==> config.mk <==
export PLATFORM = sky130hd
export DESIGN_NAME = stack_ctrl
export DESIGN_NICKNAME = d
export VERILOG_FILES = /design/src/rtl/stack_ctrl.sv
export SDC_FILE = /design/constraint.sdc
export NUM_CORES = 1
export LEC_CHECK = 0
export CAP_MARGIN = 10
export CORE_MARGIN = 5
export CORE_UTILIZATION = 25
export CTS_BUF_LIST = sky130_fd_sc_hd__clkbuf_4 sky130_fd_sc_hd__clkbuf_8
export DETAILED_ROUTE_END_ITERATION = 7
export PLACE_DENSITY_LB_ADDON = 0.05
export SLEW_MARGIN = 20
export SYNTH_ARGS = -nofsm -noshare
export SYNTH_HDL_FRONTEND = slang
export SYNTH_SLANG_ARGS = --single-unit
==> constraint.sdc <==
create_clock -name clk -period 6.7 [get_ports clk]
set_clock_uncertainty 0.1 [all_clocks]
set_input_delay 1.005 -clock clk [delete_from_list [all_inputs] [get_ports clk]]
set_output_delay 1.005 -clock clk [all_outputs]
set_load 0.02 [all_outputs]
==> src/rtl/stack_ctrl.sv <==
// LIFO controller for a single-port synchronous-read stack RAM.
// Turns push/pop requests into RAM accesses and tracks the stack pointer and status.
module stack_ctrl #(
  parameter int unsigned DATA_W = 4,
  parameter int unsigned ADDR_W = 10,
  parameter int unsigned DEPTH  = 1024
) (
  input  logic              clk,
  input  logic              rst_n,
  input  logic              clear,
  input  logic              push,
  input  logic [DATA_W-1:0] push_data,
  input  logic              pop,
  output logic              ready,
  output logic [DATA_W-1:0] pop_data,
  output logic              pop_valid,
  output logic              full,
  output logic              empty,
  output logic [ADDR_W:0]   count,
  output logic              overflow,
  output logic              underflow,
  output logic [ADDR_W-1:0] ram_addr,
  output logic              ram_ce,
  output logic              ram_we,
  output logic [DATA_W-1:0] ram_di,
  input  logic [DATA_W-1:0] ram_do
);

  localparam int unsigned CW = ADDR_W + 1;

  typedef enum logic [0:0] {IDLE, RD} state_e;

  state_e              state_q, state_d;
  logic [CW-1:0]       count_q, count_d;
  logic [DATA_W-1:0]   pop_data_q, pop_data_d;
  logic                pop_valid_q, pop_valid_d;
  logic                overflow_q, overflow_d;
  logic                underflow_q, underflow_d;
  logic                idle_req;
  logic                push_acc;
  logic                pop_acc;
  logic [CW-1:0]       count_dec;

  assign full      = (count_q == CW'(DEPTH));
  assign empty     = (count_q == '0);
  assign count     = count_q;
  assign ready     = (state_q == IDLE);
  assign pop_data  = pop_data_q;
  assign pop_valid = pop_valid_q;
  assign overflow  = overflow_q;
  assign underflow = underflow_q;

  // Request acceptance: clear beats pop, pop beats push.
  assign idle_req  = (state_q == IDLE) && !clear;
  assign pop_acc   = idle_req && pop && !empty;
  assign push_acc  = idle_req && push && !pop && !full;
  assign count_dec = CW'(count_q - CW'(1));

  // RAM strobes are gated by rst_n so nothing is written while reset is asserted.
  assign ram_ce   = rst_n && (push_acc || pop_acc);
  assign ram_we   = rst_n && push_acc;
  assign ram_addr = pop_acc ? count_dec[ADDR_W-1:0] : count_q[ADDR_W-1:0];
  assign ram_di   = push_data;

  always_ff @(posedge clk or negedge rst_n) begin
    if (!rst_n) begin
      state_q     <= IDLE;
      count_q     <= '0;
      pop_data_q  <= '0;
      pop_valid_q <= 1'b0;
      overflow_q  <= 1'b0;
      underflow_q <= 1'b0;
    end else begin
      state_q     <= state_d;
      count_q     <= count_d;
      pop_data_q  <= pop_data_d;
      pop_valid_q <= pop_valid_d;
      overflow_q  <= overflow_d;
      underflow_q <= underflow_d;
    end
  end

  always_comb begin
    state_d     = state_q;
    count_d     = count_q;
    pop_data_d  = pop_data_q;
    pop_valid_d = 1'b0;
    overflow_d  = 1'b0;
    underflow_d = 1'b0;
    if (clear) begin
      state_d = IDLE;
      count_d = '0;
    end else begin
      unique case (state_q)
        IDLE: begin
          if (pop_acc) begin
            count_d = count_dec;
            state_d = RD;
          end else if (push_acc) begin
            count_d = CW'(count_q + CW'(1));
          end
          underflow_d = pop && empty;
          overflow_d  = push && !pop && full;
        end
        RD: begin
          // RAM output is valid in the cycle after the read edge.
          pop_data_d  = ram_do;
          pop_valid_d = 1'b1;
          state_d     = IDLE;
        end
        default: state_d = IDLE;
      endcase
    end
  end

endmodule

; ---- After elaboration in Yosys (flattened, before gate mapping)
; Cells that the tools add are included.
[classes]
reduce_logical = 20
n_bitwise = 2
addsub = 2
muxes = 14
eq_ne = 2
[op_table]
columns = cell, count
row1 = $mux 11, 4
row2 = $add 11x1->11 const B, 1
row3 = $eq 11x11->1 const B, 1
row4 = $logic_and 1x1->1, 11
row5 = $logic_not 11->1, 1
row6 = $sub 11x1->11 const B, 1
row7 = $mux 10, 1
row8 = $mux 1, 8
row9 = $logic_not 1->1, 4
row10 = $reduce_and 2->1, 2
row11 = $reduce_bool 3->1, 1
row12 = $ne 2x2->1 const B, 1
row13 = $not 1->1, 2
row14 = $pmux 1 s2, 1
row15 = $logic_or 1x1->1, 1
[word_totals]
wordCells = 46
register_bits = 19
in_bits = 13

; ---- Longest topological paths before layout
; Gate-level depths: netlist of run 1.
[logic_depth]
depth_word = 9
depth_mapped = 9

; ---- Worst setup path before layout of run 1
; OpenSTA, ideal clock, no wires.
[synth_path]
path_type = input to output
from = in clear
to = out ram_addr[8]
t_arrival_ns = 2.610
setup_slack_ns = 2.985
path_stages = 4
cell_sequence = or3b_1 -> nor4b_1 -> nand3_1 -> xnor2_1
[synth_between]
elab_chain_cells = 5
[synth_rtl]
columns = item, line_no
row1 = start: declaration, 10  ; input logic clear,
row2 = $logic_not 1->1, 54  ; assign idle_req = (state_q == IDLE) && !clear;
row3 = $logic_and 1x1->1, 54
row4 = $logic_and 1x1->1 (2 in a row), 55  ; assign pop_acc = idle_req && pop && !empty;
row5 = $mux 10, 62  ; assign ram_addr = pop_acc ? count_dec[ADDR_W-1:0] : count_q[ADDR_W-1:0];
row6 = end: declaration, 22  ; output logic [ADDR_W-1:0] ram_addr,
; Every way passes these cells.

; ---- Final worst setup path of run 1
; Ends and elaborated chain as after synthesis.

==> key figures, run 1 <==
Run status
  • Outcome: finished, final reports clean

Critical path
  • Top delay family on crit path: simple AND/OR/NAND/NOR gates
  • Startpoint Class: input port
  • Max stage delay cell, worst path: clkdlybuf4s50_1
  • Kind of critical path: input port to output port
  • CP Capture Type: output port
  • CP peak stage delay: ~0.8 ns
  • Critical-path cell list: clkdlybuf4s50_1 -> or3b_1 -> nor4b_1 -> nand3_1 -> xnor2_1 -> clkdlybuf4s50_1
  • Most frequent CP cell: clkdlybuf4s50_1
  • WP buf/inv: 2
  • Critical path fanouts, max: 20
  • CP Data Arrival Time: 4.28 ns
  • Critical Path RT: 5.59 ns

Place
  • Post-detail-place hpwl: 2930 um
  • Placer Congestion: slightly below 0.8
  • Dpl cells: 250
  • I/O Buffers: 41
  • Area post-placement: approximately 1800 um2

Layout
  • Design Area, Final: 1840 um2
  • Core Util, Final: 0.338
  • Layout area overhead: 33.9%
  • Final nets: 198
  • Diodes inserted: 0
  • Final Instance Count excl. Fillers: 254
  • Share of cells above drive strength 1: 0.110

Yosys
  • Post-Syn Area: 1370 um2
  • Count leader, synth: dfrtp_1
  • Main combinational cell family by area after synthesis: simple AND/OR/NAND/NOR gates
  • Cells after Synth: 151
  • Dominant synthesized flop cell: dfrtp_1
  • Post-synth EDFFs: 0
  • Syn Nets: 166
  • Post-synthesis average cell area: 9.10 um2
  • Yosys top cell by area: dfrtp_1
  • Post-synthesis sequential area ratio: 0.346
  • Post-synthesis xor/xnor area fraction: 0.0765
  • Synthesized-area fraction occupied by and/or/nand/nor cells: 0.251
  • Proportion of synthesized area in mux cells: 0.0956
  • YS warnings: 0
  • Top cells by count, synth: dfrtp_1 (19), nor2_1 (16), xnor2_1 (11)
  • Synth area leaders: dfrtp_1 (35%), xnor2_1 (7.0%), mux2_2 (6.6%)
  • FF+latch count, synth: 19
  • Top-area cell type share of the netlist area: 0.346
  • Synth unique cells: 44
  • Compound-Gate Fraction of Synth Area: 0.119
  • Ys async rst share: 1.00
  • Post-synthesis adder-cell area fraction: 0.0182

Floorplan
  • Rows: 27
  • Top Ports: 50
  • Chip Width: around 84 um
  • Core area: 5440 um2
  • Initial Util: 0.253
  • Die area: 7080 um2
  • Die span in y: 84.1 um

CTS
  • H-Tree Level Count: 1
  • Clk_lat worst skew: 0.26 ns
  • Clock buffer depth: 2
  • Root Buffer Master: clkbuf_8
  • CTS sink count: 19
  • TritonCTS Buffers: 3
  • CTS tree: yes
  • Worst-path clk slew: 0.08 ns
  • PostCTS Resize Cnt: 0
  • Hold buffers post-CTS: 0
  • Post CTS Setup Buffer Count: 0

Power
  • Overall Power: approximately 870 uW
  • Peak VDD IR: ~0.00022 V
  • P_leak: 0.000726 uW
  • Pwr per Cell Area: about 470 nW/um2

Route
  • Drt total wl: 3820 um
  • Post-route DRC violation count: 0
  • Post-route ant nets: 0
  • Wire length per cell: 15.0 um
  • Initial DRC Count: 91
  • Drt first pass iters: 4
  • Vias post-DR: 1,199
  • DR vias/cell: about 4.7

Timing
  • Final Slew Violations: 0
  • Period utilization: 0.803
  • Slew margin rel.: 0.419
  • Fin crit period: 5.38 ns
  • RSZ-0062 raised after global routing: false
  • Final hold vios: 0
  • Fin Setup TNS: 0 ns
  • Slew at the pin closest to its max-slew limit: 0.860 ns
  • Final number of setup-violating endpoints: 0
  • Highest clock rate: 0.186 GHz

Global routing
  • Number of antenna violations at the first check in global routing: 0
  • GRT Resource Usage Total: 0.111
  • First-pass GRT wire length: 6310 um
  • Congestion Overflow GR: 0
  • Pin count of the biggest net entering global routing: 21
  • Vias in the first global route: 1,205

Min path
  • Worst Hold Class: flip-flop to flip-flop

Flow run
  • Max_cap viols: 0
[metrics by stage]
step           setup WS [ns]  hold slack, ns
2_1_floorplan           2.98           0.536
4_1_cts                 1.31           0.418
3_3_place_gp            1.45           0.394
6_report                1.32           0.413
3_5_place_dp            1.32           0.399
5_1_grt                 1.08           0.442
[kinds of logic (layout without fill, tap and decap cells)]
| family | Yosys count | after routing |
|---|---|---|
| xor+xnor | 12 | 12 |
| buf+inv | 24 | 55 |
| simple gates | 58 | 58 |
| flops | 19 | 19 |
| mux | 12 | 12 |
| compound gates | 24 | 24 |
| fa+ha+maj | 2 | 2 |
[area by class of cell]
cell class	count	area (um2)
clock buffer	3	41.3
clock inverter	1	5.00
fill	564	3600
inverter	9	38.8
multi-input combinational	108	771
sequential	19	475
tap	72	90.1
timing repair buffer	42	418
[worst register-to-register path, delay by kind of cell, from the launching register on]
kind,cells,cell delay [ns]
AND/OR/NAND/NOR,3,1.11
buffers and inverters,2,0.23
multiplexers,1,0.35
flip-flops,1,0.46
AO/OA/AOI/OAI,1,0.34
adder cells (fa/ha/maj),1,0.21
[power by group]
| part | switching [uW] | leakage (uW) | total [uW] | internal, uW |
|---|---|---|---|---|
| Sequential | 52.1 | 0.000254 | 201 | 149 |
| Clock | 42.6 | 0.0000255 | 84.0 | 41.4 |
| Combinational | 319 | 0.000447 | 588 | 269 |
| Total | 413 | 0.000726 | 872 | 459 |
[registers in the layout (all words and copies together) (netlist names)]
name       flops
pop_data       4
pop_valid      1
underflow      1
state_q        1
count         11
overflow       1
[final timing paths]
check | endpoint | cells after the start | start | slack, ns
hold / removal | pop_data[2] | 1 | pop_data[2] | 0.41
max in group asynchronous | state_q | 2 | rst_n | 5.00
min in group asynchronous | count[6] | 1 | rst_n | 0.96
hold reg to reg | pop_data[2] | 1 | pop_data[2] | 0.41
setup / recovery | ram_addr[8] | 6 | clear | 1.32
setup reg to reg | count[9] | 8 | count[0] | 3.78
[layer usage]
| layer | global-route usage | up-vias | wire (um) |
|---|---|---|---|
| li1 | - | 591 | - |
| met1 | 0.145 | 570 | 1800 |
| met2 | 0.177 | 30 | 1760 |
| met3 | 0.0353 | 8 | 200 |
| met4 | 0.0292 | 0 | 53 |
| met5 | 0 | - | 0 |
[placed cells by master, fill, tap and decap left out, drive strengths merged, types with 5 or more instances in the layout]
cell type,count
a21oi,5
nand3,5
o21ai,7
xnor2,11
nor2,16
dfrtp,19
clkdlybuf4s50,41
mux2,9
nand4,5
inv,9
nand2,6
No activity file was read; power rests on OpenSTA's default activity.
==> inputs of run 2 (changes only) <==
==> constraint.sdc (replaced) <==
create_clock -name clk -period 5.5 [get_ports clk]
set_clock_uncertainty 0.1 [all_clocks]
set_input_delay 0.825 -clock clk [delete_from_list [all_inputs] [get_ports clk]]
set_output_delay 0.825 -clock clk [all_outputs]
set_load 0.02 [all_outputs]
==> run 2 against run 1 <==
Sequential share of layout area is 0.24 points lower. Setup slack worse by 0.16 ns. Register-to-register slack worse by 1.2 ns. Sequential power is 22% higher. Critical path type unchanged. Wire length is 6.1% higher. Die area stayed put. Total power is 24% higher. Cell area is 0.95% higher. Clock-buffer cell count stayed put. Hold slack better by 0.0069 ns. Sequential cell count stayed put. Combinational power is 24% higher.
==> key figures, run 2 (synthesis results as in run 1) <==
CTS
  • PostCTS Resize Cnt: 0 (unchanged)
  • CTS tree: yes
  • Root Buffer Master: clkbuf_8
  • CTS sink count: 19 (unchanged)
  • Clk_lat worst skew: 0.26 ns (about the same)
  • Clock buffer depth: 2 (unchanged)
  • Post CTS Setup Buffer Count: 0 (unchanged)
  • Hold buffers post-CTS: 0 (unchanged)
  • H-Tree Level Count: 1 (unchanged)
  • Worst-path clk slew: 0.09 ns (about the same)
  • TritonCTS Buffers: 3 (unchanged)

Layout
  • Share of cells above drive strength 1: 0.120 (+0.00968)
  • Diodes inserted: 0 (unchanged)
  • Commonest non-fill, non-tap cell in the layout: clkdlybuf4s50_1
  • Layout area overhead: 35.2%
  • Seq. cell area: 475 um2 (unchanged)
  • Filler Cell Count: 556 (-1.4%)
  • Number of flip-flops in the largest register: 11 (unchanged)
  • Final nets: 200 (+1.0%)
  • Most frequent cells in the layout: clkdlybuf4s50_1 (41), dfrtp_1 (19), nor2_1 (16)
  • Multi-input logic area: 771 um2 (unchanged)

Floorplan
  • Chip Width: 84.1 um (unchanged)
  • Die span in y: 84.1 um (unchanged)
  • Top Ports: 50 (unchanged)
  • Initial Util: 0.253 (unchanged)
  • Rows: 27 (unchanged)
  • Die area: 7080 um2 (unchanged)
  • Core area: 5440 um2 (unchanged)

Global routing
  • First-pass GRT wire length: 6590 um (+4.4%)
  • Number of antenna violations at the first check in global routing: 0 (unchanged)
  • Pin count of the biggest net entering global routing: 13 (-38%)
  • GRT Resource Usage Total: 0.115 (+0.00412)
  • Vias in the first global route: 1,298 (+7.7%)
  • Congestion Overflow GR: 0 (unchanged)

Route
  • Drt total wl: 4050 um (+6.1%)
  • Post-route DRC violation count: 0 (unchanged)
  • Drt first pass iters: 4 (unchanged)
  • Post-route ant nets: 0 (unchanged)
  • Wire length per cell: 15.8 um (+5.3%)
  • DR vias/cell: 4.84 (+2.5%)
  • Initial DRC Count: 69 (-24%)
  • Vias post-DR: 1,239 (+3.3%)

Min path
  • Hold path depth: 1 (unchanged)
  • Hold path start: pop_data[2]
  • Worst Hold Class: flip-flop to flip-flop
  • Worst Hold Path EP: pop_data[2]

Critical path
  • Critical Path RT: 4.58 ns (-1.01 ns)
  • CP Data Arrival Time: 3.42 ns (-0.86 ns)
  • Critical path fanouts, max: 10 (-50%)
  • Startpoint Class: input port
  • R2R depth: 8 (unchanged)
  • Worst reg2reg path startpoint: count[0]
  • Kind of critical path: input port to output port
  • Critical R2R Capture: count[9]
  • Flop2flop setup slack: 2.56 ns (-1.22 ns)
  • CP Capture Type: output port

Timing
  • Setup ws final: 1.16 ns (-0.161 ns)
  • Fin crit period: ~4.3 ns
  • Final number of setup-violating endpoints: 0 (unchanged)
  • Final hold vios: 0 (unchanged)
  • Slew margin rel.: 0.507 (+0.0889)
  • Slew at the pin closest to its max-slew limit: 0.731 ns (-0.129 ns)
  • RSZ-0062 raised after global routing: false
  • Period utilization: 0.789
  • Final Slew Violations: 0 (unchanged)
  • Highest clock rate: 0.230 GHz
  • Fin Setup TNS: 0 ns (unchanged)

Run status
  • Outcome: finished, final reports clean

Place
  • Post-detail-place hpwl: 3090 um (+5.5%)
  • Placer Congestion: 0.779 (+1.4%)
  • Dpl ws: 1.16 ns (-0.161 ns)
  • I/O Buffers: 41 (unchanged)

Power
  • Peak VDD IR: 0.000218 V (+0.40%)
  • Pwr per Cell Area: 580 nW/um2 (+22%)
  • P_leak: 0.000733 uW (+0.87%)

Flow run
  • Max_cap viols: 0 (unchanged)
[run 2: cell count changes in the layout (fill, tap and decap cells not counted), sizes merged]
cell      delta
clkinv       -1
clkinvlp     +1
buf          +2
[run 2: final cells by class]
| cell class | count | area share |
|---|---|---|
| well taps | 72 | 0.0485 |
| multi-input cells | 108 | 0.415 |
| flip-flops and latches | 19 | 0.256 |
| clock inverters | 1 | 0.00404 |
| inverters | 9 | 0.0209 |
| repair buffers | 44 | 0.233 |
| clock buffers | 3 | 0.0222 |
[run 2: how the worst max path moves through the flow]
| stage | from | end | slack (ns) | cells past startpoint |
|---|---|---|---|---|
| 6_report | clear | ram_ce | 1.16 | 6 |
| 5_1_grt | clear | ram_ce | 0.99 | 6 |
| 4_1_cts | clear | ram_ce | 1.16 | 6 |
| 3_5_place_dp | clear | ram_ce | 1.16 | 6 |
| 2_1_floorplan | clear | ram_addr[8] | 2.14 | 4 |
| 3_3_place_gp | clear | ram_addr[8] | 1.23 | 7 |
[run 2: worst max-delay path: stages]
cell and delay, ns:
clkdlybuf4s50_1 0.61, nor3b_2 0.70, mux2i_1 0.15, a21oi_1 0.34, and2_1 0.19, clkdlybuf4s50_1 0.60
[run 2: through the flow]
stage | hold slack [ns] | instance area, um2 | total power, uW | std cells | util
5_1_grt | 0.442 | 1860 | 1150 | 256 | 0.341
3_3_place_gp | 0.395 | 1810 | 974 | 252 | 0.332
6_report | 0.420 | 1860 | 1080 | 256 | 0.341
4_1_cts | 0.430 | 1860 | 1090 | 256 | 0.341
3_5_place_dp | 0.404 | 1810 | 978 | 252 | 0.332
2_1_floorplan | 0.429 | 1370 | 714 | 151 | -
[run 2: metal layers]
layer | global-route usage | vias up | part of all wire
li1 | - | 599 | -
met1 | 0.142 | 597 | 0.45
met2 | 0.191 | 35 | 0.47
met3 | 0.0393 | 8 | 0.067
met4 | 0.0307 | 0 | 0.013
met5 | 0 | - | 0
[run 2: report_power, final]
group          switching (uW)  internal [uW]
Clock                    54.5           51.2
Combinational             396            331
Sequential               64.4            181
Total                     515            563
